File: src/rtl/fp_div_sequencer_if.sv
// fp_div_sequencer_if
//   Operand and result handshake bundle for fp_div_sequencer.
//   Operand side:
//     in_valid, in_a, in_b   producer -> sequencer
//     in_ready               sequencer -> producer
//   Result side:
//     out_valid, out_result  sequencer -> consumer
//     out_ready              consumer -> sequencer
//   Modports:
//     master  the producer/consumer side
//     slave   the sequencer side
interface fp_div_sequencer_if;
   logic        in_valid;
   logic        in_ready;
   logic [31:0] in_a;
   logic [31:0] in_b;
   logic        out_valid;
   logic        out_ready;
   logic [31:0] out_result;

   modport master (output in_valid, in_a, in_b, out_ready,
                   input  in_ready, out_valid, out_result);
   modport slave  (input  in_valid, in_a, in_b, out_ready,
                   output in_ready, out_valid, out_result);
endinterface

File: src/rtl/fp_div_sequencer.sv
// fp_div_sequencer
//   Control and packing stage around the iterative floating-point divider.
//   The stage takes a packed single-precision operand pair. It splits each
//   operand into exponent and fraction, pulses div_init, and waits
//   DIV_CYCLES cycles for the divider iterations. It then packs
//   {sign, div_expAns, div_FAns} into out_result. The divider has no
//   handshake and no reset, so this block sequences it completely.
//   Ports:
//     clock, reset_n           clock (rising edge), async active-low reset
//     bus (slave)              in_valid/in_ready/in_a/in_b operand handshake,
//                              out_valid/out_ready/out_result result handshake
//     div_expA/B, div_F1/F2    operand fields to the divider
//     div_init                 one-cycle divider load pulse
//     div_expAns, div_FAns     divider result fields
//   Build option:
//     FP_DIV_SPECIAL_BYPASS_EN  When defined, the stage decodes special
//                               operands (NaN/Inf/zero) at accept. Those
//                               operands skip the divider and go to DONE on
//                               the next edge with a fixed result.
module fp_div_sequencer #(
   parameter int EXP_W      = 8,
   parameter int FRAC_W     = 23,
   parameter int DIV_CYCLES = 24
) (
   input  logic              clock,
   input  logic              reset_n,
   fp_div_sequencer_if.slave bus,
   output logic [EXP_W-1:0]  div_expA,
   output logic [EXP_W-1:0]  div_expB,
   output logic [FRAC_W-1:0] div_F1,
   output logic [FRAC_W-1:0] div_F2,
   output logic              div_init,
   input  logic [EXP_W-1:0]  div_expAns,
   input  logic [FRAC_W-1:0] div_FAns
);
   localparam int CNT_W = $clog2(DIV_CYCLES + 1);
   localparam int SGN_B = EXP_W + FRAC_W;

   typedef enum logic [2:0] {IDLE, ISSUE, WAIT, CAPT, DONE, BYP} state_t;

   state_t             state, state_nxt;
   logic [CNT_W-1:0]   cnt;
   logic               sign;
   logic               accept;

   assign accept = bus.in_valid && (state == IDLE);

`ifdef FP_DIV_SPECIAL_BYPASS_EN
   logic        a_max, b_max, a_zero, b_zero, special, sgn_in;
   logic [31:0] byp_res, byp_res_q;

   assign a_max   = &bus.in_a[FRAC_W +: EXP_W];
   assign b_max   = &bus.in_b[FRAC_W +: EXP_W];
   assign a_zero  = ~|bus.in_a[SGN_B-1:0];
   assign b_zero  = ~|bus.in_b[SGN_B-1:0];
   assign special = a_max | b_max | a_zero | b_zero;
   assign sgn_in  = bus.in_a[SGN_B] ^ bus.in_b[SGN_B];

   // NaN wins over divide-by-zero, which wins over a zero dividend.
   always_comb begin
      byp_res = {sgn_in, 31'h0};
      if (a_max || b_max || (a_zero && b_zero))
         byp_res = 32'h7FC0_0000;
      else if (b_zero)
         byp_res = {sgn_in, {EXP_W{1'b1}}, {FRAC_W{1'b0}}};
   end
`endif

   // State register
   always_ff @(posedge clock or negedge reset_n) begin
      if (!reset_n) state <= IDLE;
      else          state <= state_nxt;
   end

   // Next state and decoded outputs
   always_comb begin
      state_nxt    = state;
      div_init     = 1'b0;
      bus.in_ready = 1'b0;
      case (state)
         IDLE: begin
            bus.in_ready = 1'b1;
            if (bus.in_valid) state_nxt = ISSUE;
`ifdef FP_DIV_SPECIAL_BYPASS_EN
            if (bus.in_valid && special) state_nxt = BYP;
`endif
         end
         ISSUE: begin
            div_init  = 1'b1;
            state_nxt = WAIT;
         end
         WAIT:    if (cnt == CNT_W'(DIV_CYCLES - 1)) state_nxt = CAPT;
         CAPT:    state_nxt = DONE;
         BYP:     state_nxt = DONE;
         DONE:    if (bus.out_ready) state_nxt = IDLE;
         default: state_nxt = IDLE;
      endcase
   end

   // Datapath: operand split, iteration counter, result packing
   always_ff @(posedge clock or negedge reset_n) begin
      if (!reset_n) begin
         cnt            <= '0;
         sign           <= 1'b0;
         div_expA       <= '0;
         div_expB       <= '0;
         div_F1         <= '0;
         div_F2         <= '0;
         bus.out_valid  <= 1'b0;
         bus.out_result <= '0;
`ifdef FP_DIV_SPECIAL_BYPASS_EN
         byp_res_q      <= '0;
`endif
      end else begin
         // Operand fields stay put until the next accept, so the divider
         // sees stable inputs for its whole iteration.
         if (accept) begin
            div_expA <= bus.in_a[FRAC_W +: EXP_W];
            div_F1   <= bus.in_a[FRAC_W-1:0];
            div_expB <= bus.in_b[FRAC_W +: EXP_W];
            div_F2   <= bus.in_b[FRAC_W-1:0];
            sign     <= bus.in_a[SGN_B] ^ bus.in_b[SGN_B];
`ifdef FP_DIV_SPECIAL_BYPASS_EN
            byp_res_q <= byp_res;
`endif
         end
         if (state == ISSUE)     cnt <= '0;
         else if (state == WAIT) cnt <= cnt + CNT_W'(1);
         if (state == CAPT) begin
            bus.out_result <= {sign, div_expAns, div_FAns};
            bus.out_valid  <= 1'b1;
         end
`ifdef FP_DIV_SPECIAL_BYPASS_EN
         if (state == BYP) begin
            bus.out_result <= byp_res_q;
            bus.out_valid  <= 1'b1;
         end
`endif
         if (state == DONE && bus.out_ready) bus.out_valid <= 1'b0;
      end
   end
endmodule

File: src/flat_wrapper.sv
// flat-port wrapper written by rule: the top's interface ports become plain ports
module fp_div_sequencer_flat 
#(
   parameter int EXP_W      = 8,
   parameter int FRAC_W     = 23,
   parameter int DIV_CYCLES = 24
)
  (clock, reset_n, div_expA, div_expB, div_F1, div_F2, div_init, div_expAns, div_FAns, bus_in_valid, bus_in_a, bus_in_b, bus_out_ready, bus_in_ready, bus_out_valid, bus_out_result);
  fp_div_sequencer_if bus_i ();
  input  logic clock;
  input  logic reset_n;
  output logic [EXP_W-1:0] div_expA;
  output logic [EXP_W-1:0] div_expB;
  output logic [FRAC_W-1:0] div_F1;
  output logic [FRAC_W-1:0] div_F2;
  output logic div_init;
  input  logic [EXP_W-1:0] div_expAns;
  input  logic [FRAC_W-1:0] div_FAns;
  input wire logic [$bits(bus_i.in_valid)-1:0] bus_in_valid;
  input wire logic [$bits(bus_i.in_a)-1:0] bus_in_a;
  input wire logic [$bits(bus_i.in_b)-1:0] bus_in_b;
  input wire logic [$bits(bus_i.out_ready)-1:0] bus_out_ready;
  output wire logic [$bits(bus_i.in_ready)-1:0] bus_in_ready;
  output wire logic [$bits(bus_i.out_valid)-1:0] bus_out_valid;
  output wire logic [$bits(bus_i.out_result)-1:0] bus_out_result;
  assign bus_i.in_valid = bus_in_valid;
  assign bus_i.in_a = bus_in_a;
  assign bus_i.in_b = bus_in_b;
  assign bus_i.out_ready = bus_out_ready;
  assign bus_in_ready = bus_i.in_ready;
  assign bus_out_valid = bus_i.out_valid;
  assign bus_out_result = bus_i.out_result;
  fp_div_sequencer #(.EXP_W(EXP_W), .FRAC_W(FRAC_W), .DIV_CYCLES(DIV_CYCLES)) u_core (.clock(clock), .reset_n(reset_n), .bus(bus_i), .div_expA(div_expA), .div_expB(div_expB), .div_F1(div_F1), .div_F2(div_F2), .div_init(div_init), .div_expAns(div_expAns), .div_FAns(div_FAns));
endmodule
File: config.mk
export PLATFORM = sky130hd
export DESIGN_NAME = fp_div_sequencer_flat
export DESIGN_NICKNAME = d
export VERILOG_FILES = /design/src/rtl/fp_div_sequencer_if.sv /design/src/rtl/fp_div_sequencer.sv /design/src/flat_wrapper.sv
export SDC_FILE = /design/constraint.sdc
export NUM_CORES = 1
export LEC_CHECK = 0
export ABC_AREA = 1
export CELL_PAD_IN_SITES_DETAIL_PLACEMENT = 1
export CELL_PAD_IN_SITES_GLOBAL_PLACEMENT = 2
export CORE_MARGIN = 2
export CORE_UTILIZATION = 20
export CTS_CLUSTER_DIAMETER = 40
export DETAILED_ROUTE_END_ITERATION = 7
export GPL_TIMING_DRIVEN = 0
export PLACE_DENSITY_LB_ADDON = 0.2
export SYNTH_ARGS = -nofsm -noshare
export SYNTH_HDL_FRONTEND = slang
export SYNTH_SLANG_ARGS = --single-unit
export TNS_END_PERCENT = 30
File: constraint.sdc
create_clock -name clock -period 1.1 [get_ports clock]
set_input_delay 0.165 -clock clock [delete_from_list [all_inputs] [get_ports clock]]
set_output_delay 0.165 -clock clock [all_outputs]
set_load 0.01 [all_outputs]
# Word level (Yosys, flattened, before mapping)
# Cells that the tools add are included.
[word_totals]
regBits = 104
[op_classes]
n_addsub = 1
n_eq_ne = 9
mux = 10
bitwise = 1
reduce_logical = 7
[ops]
columns = ["op", "n"]
rows = [
  ["$pmux W3 S5", 1],
  ["$mux W5", 2],
  ["$mux W3", 3],
  ["$eq A3 B2 Y1 const B", 2],
  ["$eq A3 B3 Y1 const B", 2],
  ["$add A5 B1 Y5 const B", 1],
  ["$eq A5 B5 Y1 const B", 1],
  ["$mux W1", 4],
  ["$ne A2 B2 Y1 const B", 2],
  ["$reduce_bool A2 Y1", 2],
  ["$eq A3 B1 Y1 const B", 1],
  ["$logic_not A3 Y1", 1],
  ["$reduce_and A3 Y1", 1],
  ["$logic_and A1 B1 Y1", 2],
  ["$ne A2 B1 Y1 const B", 1],
  ["$reduce_or A2 Y1", 1],
  ["$xor A1 B1 Y1", 1],
]

# Logic depth before layout (Yosys ltp)
[depth]
depth_word = 3
depth_mapped = 8
mapped_depth_nobuf = 7

# Worst setup path before layout
# Ideal clock, no wire load.
[synth_timing]
path_type = "register -> register"
startpoint = "register u_core.state[2]"
endpoint = "register u_core.div_F1[0]"
setup_time_ns = 0.116
arrival_time_ns = 1.148
required_ns = 0.984
setup_slack_ns = -0.165
stages_incl_launch_ff = 9
path_buffers = 2
period_less_slack_ns = 1.265
path_cell_list = "dfrtp_1 inv_2 nand2_2 nor2_2 nand2_2 buf_6 buf_6 nand2_1 nand2_1"
[synth_between]
elab_chain_cells = 2
[synth_rtl]
columns = ["element", "line_no", "rtl"]
rows = [
  ["start, declared", "fp_div_sequencer.sv:41", "state_t state, state_nxt;"],
  ["start signal, assigned", "fp_div_sequencer.sv:72", "else state <= state_nxt;"],
  ["$logic_not A3 Y1", "fp_div_sequencer.sv:46", "assign accept = bus.in_valid && (state == IDLE);"],
  ["$logic_and A1 B1 Y1", "fp_div_sequencer.sv:46", ""],
  ["end signal, assigned", "fp_div_sequencer.sv:119", "div_F1 <= bus.in_a[FRAC_W-1:0];"],
  ["end, declared", "fp_div_sequencer.sv:30", "output logic [FRAC_W-1:0] div_F1,"],
]
# Every way passes these cells.
# A chain may end at the register's enable or synchronous reset.

# Worst setup path after layout
[layout_timing]
startpoint = "register u_core.state[1]"
endpoint = "output bus_in_ready"
[layout_between]
elab_chain_cells = 2
[layout_rtl]
columns = ["element", "line_no", "rtl"]
rows = [
  ["$logic_not A3 Y1", "fp_div_sequencer.sv:80", "case (state)"],
  ["$mux W1", "fp_div_sequencer.sv:80", ""],
  ["end, declared", "flat_wrapper.sv:23", "output wire logic [$bits(bus_i.in_ready)-1:0] bus_in_ready;"],
]
# Every way passes these cells.

==> parameters.txt <==
Parameter                              Value

Place
  Pre-CTS setup slack ... -0.478 ns
  Placed wire-length estimate ... 10200 um
  Cell area after placement ... between 0.006 and 0.007 mm^2
  Number of port buffers ... about 200
  Final weighted congestion in routability-driven placement ... between 0.7 and 0.8

Clock network
  Buffer depth of the longest clock path ... 2
  Max H-tree Level ... 3
  Clk_lat worst skew ... approximately 0.34 ns
  Cell at the root of the clock tree ... sky130_fd_sc_hd__clkbuf_16
  Clock transition at path regs ... about 0.07 ns
  Total clock buffers created by CTS ... 9
  Clock tree from TritonCTS ... built
  Number of clock sinks ... about 100

Worst setup path
  Worst setup path endpoint ... bus_in_ready
  Reg-to-reg slack, setup ... -0.25 ns
  Buffering stage count on the worst path with inverters included ... 2
  Max incr delay on CP ... between 0.4 and 0.5 ns
  Cell-by-cell trace of the critical path ... buf_6 > nor2_4 > buf_6
  Reg2reg start ... u_core.state[1]
  Endpoint required time on the critical path ... approximately 0.94 ns
  Signal arrival time at the worst endpoint ... 1.19 ns
  Endpoint of the worst-slack reg-to-reg timing path ... u_core.div_expA[7]
  Maximum fanout along the worst path ... 3
  Crit path from ... u_core.state[1]
  Setup CP Type ... flip-flop to primary output
  Master of the slowest instance on the critical path ... sky130_fd_sc_hd__dfrtp_2
  Kind of cell adding the most delay to the critical path ... flip-flops
  Critical Path Start Type ... flip-flop
  Count of cells along the worst register-to-register path ... 7
  Type of destination of the critical path ... primary output
  Stages on the worst setup path ... 3
  Dominant cell type by count on the critical path ... sky130_fd_sc_hd__buf_6

Floorplanning
  DIE HEIGHT ... 148 um
  Die ar. ... 0.0219 mm^2
  Area of the core ... about 0.020 mm^2
  Row count ... 52
  Ports ... ~200
  Starting density of the core ... between 20% and 30%
  Die Wd ... ~150 um

Timing
  Clock period minus final worst setup slack ... about 1.4 ns
  Count of pins over their slew limit ... 0
  Period utilisation layout ... 123%
  Least setup slack across all paths after layout ... -0.255 ns
  Skew final ... 0.00546 ns
  Peak Freq ... about 740 MHz
  Hold_ws ... around 0.31 ns
  Number of setup violations in the final report ... 105
  Slew HR ... 71.7%
  Actual transition at the worst max-transition pin ... roughly 0.42 ns
  Hold Fails Final Rpt ... 0
  Setup repair after global routing missed its margin ... true

Logic synthesis
  Sequential area share after synthesis ... a little over three fifths
  Net count after synthesis ... roughly 560
  Number of different library cells in the post-synthesis netlist ... 18
  Post-synthesis instance area ... a little over 0.004 mm^2
  Xor and xnor area share after synthesis ... less than 1%
  Cell count after synthesis ... between 400 and 500
  Total of flip-flops plus latches after synthesis ... 104
  Synth Area in Adders ... less than 1%
  Simple-gate area share of the yosys netlist ... 23.9%
  Average size of a mapped cell ... just under 9 um^2
  Number of warning messages in the yosys log ... 0
  Multiplexer area fraction after synthesis ... 0%
  Compound-gate portion of the synthesized area ... approximately 4.5%
  Combinational family with the most area after synthesis ... simple AND/OR/NAND/NOR gates

Flow run
  Max capacitance violation total ... 0

Final layout
  Post-layout nets ... between 700 and 800
  Commonest non-fill, non-tap cells in the layout ... sky130_fd_sc_hd__nand2_1, sky130_fd_sc_hd__dfrtp_1, sky130_fd_sc_hd__clkdlybuf4s50_1
  Antenna Cells ... 0
  Ratio of cells with drive above 1 in the final layout ... 23.1%
  Core occupancy in the finished layout ... 32.0%
  Commonest non-fill, non-tap cell in the layout ... sky130_fd_sc_hd__nand2_1
  Relative area change from synthesis to final layout ... 56.4%
  Number of fill cells ... roughly 2.4k
  Post-route cell area ... between 0.006 and 0.007 mm^2

Route
  Vias per cell ... approximately 3.9
  Vias after detailed routing ... between 3k and 4k
  Number of iterations in the first detailed-routing pass ... 4
  DRT Wirelength ... ~14000 um
  DRC marker count from the first detailed-route iteration ... 99
  Antenna Nets Post-Route ... 0
  Mean routed wirelength per cell ... around 14 um
  # DRC ... 0

Run status
  Failing checks ... setup timing
  Outcome ... finished with violations

Global route
  Global-route wire length before repair ... approximately 22000 um
  Number of global-route vias before repair ... 4068
  Number of antenna violations at the first check in global routing ... 0
  Largest net degree at the start of global routing ... between 50 and 60
  Global-route congestion overflow total ... 0
  Overall Global Routing Usage ... between 10% and 20%

Power
  Part of the total power dissipated in the clock network ... approximately a fifth
  Switching share of total power ... approximately two fifths
  Cell leakage power ... ~3.4 nW
  Peak VDD IR ... around 0.00090 V
  Cell Pwr Density ... around 2700 mW/mm^2
  Internal power consumption ... between 10 and 15 mW
  Sequential cell fraction of total power ... between 30 and 40%
  Switching power ... 6.82 mW
  Portion of total power attributed to combinational logic ... a little over two fifths

Min path
  Path type of the worst min-delay path ... input pin to async pin
## logic make-up after synthesis
group,count (synthesis)
compound gates,37
xor+xnor,2
fa+ha+maj,1
buf+inv,63
flops,104
simple gates,257
## synthesized netlist by cell type
cell	instances	area, um^2
sky130_fd_sc_hd__nand2_1	235	882
sky130_fd_sc_hd__o21ai_0	36	180
sky130_fd_sc_hd__nand3_1	9	45.0
sky130_fd_sc_hd__nor2_2	1	6.26
sky130_fd_sc_hd__inv_2	2	7.51
sky130_fd_sc_hd__buf_4	1	7.51
sky130_fd_sc_hd__nor2_1	8	30.0
sky130_fd_sc_hd__xnor2_1	1	8.76
sky130_fd_sc_hd__nand3b_1	2	15.0
sky130_fd_sc_hd__clkbuf_1	3	11.3
sky130_fd_sc_hd__inv_1	41	154
sky130_fd_sc_hd__buf_6	13	146
sky130_fd_sc_hd__a21oi_1	1	5.00
sky130_fd_sc_hd__ha_1	1	12.5
sky130_fd_sc_hd__xor2_1	1	8.76
sky130_fd_sc_hd__nand2_2	2	12.5
sky130_fd_sc_hd__buf_2	3	15.0
sky130_fd_sc_hd__dfrtp_1	104	2600
## state kept, by name (all words and copies together) (netlist names), 3 cells and up
name	cells
u_core.bus.out_result	32
u_core.cnt	5
u_core.div_F1	23
u_core.div_F2	23
u_core.div_expA	8
u_core.div_expB	8
u_core.state	3
## cell type report
class | instances | area (um^2) | area share (%)
Buffer | 20 | 218 | 3.35
Clock buffer | 12 | 246 | 3.80
Clock inverter | 4 | 53.8 | 0.829
Inverter | 43 | 169 | 2.60
Multi-Input combinational cell | 297 | 1250 | 19.3
Sequential cell | 104 | 2610 | 40.1
Tap cell | 270 | 338 | 5.21
Timing Repair Buffer | 208 | 1610 | 24.8
## power by group through the flow
stage                     logic, mW  clock network (mW)  registers [mW]
after CTS                      7.92                3.47            6.62
final                          7.79                3.30            6.60
after detailed placement       8.90                   0            6.76
after global routing           8.76                3.61            6.85
after floorplan                3.05                   0            7.42
after global placement         8.66                   0            6.71
## worst min path at each step
stage | to | slack (ns) | from
after detailed placement | u_core.bus.out_result[20] | 0.15 | reset_n
after global routing | u_core.bus.out_result[19] | 0.34 | reset_n
final | u_core.bus.out_result[20] | 0.31 | reset_n
after global placement | u_core.div_expA[2] | 0.46 | u_core.div_expA[2]
after CTS | u_core.div_expB[3] | 0.33 | bus_in_b[26]
after floorplan | u_core.bus.out_result[0] | -0.13 | reset_n
## routing by layer
| metal | wire length (um) | GRT usage [%] | share of wire [%] |
|---|---|---|---|
| met2 | 7230 | 23.4 | 52 |
| met5 | 0 | 0 | 0 |
| met3 | 684 | 3.25 | 5.0 |
| met4 | 204 | 3.90 | 1.5 |
| met1 | 5690 | 14.7 | 41 |
## repair_timing
action                                  in CTS  in global routing
setup buffers                               10                  1
hold buffers                                 1                  0
pin swaps                                    2                  3
endpoints found under the hold margin       50                  0
gates resized for setup                    416                 10
endpoints found under the setup margin     201                160
## metrics by stage
step	power [mW]	TNS (ns)	cells
final	17.7	-20.41	958
after global routing	19.2	-28.39	958
after global placement	15.4	-496.04	929
after detailed placement	15.7	-29.97	930
after CTS	18.0	-21.53	957
after floorplan	10.5	-8.57	464
No activity file was read; power rests on OpenSTA's default activity.
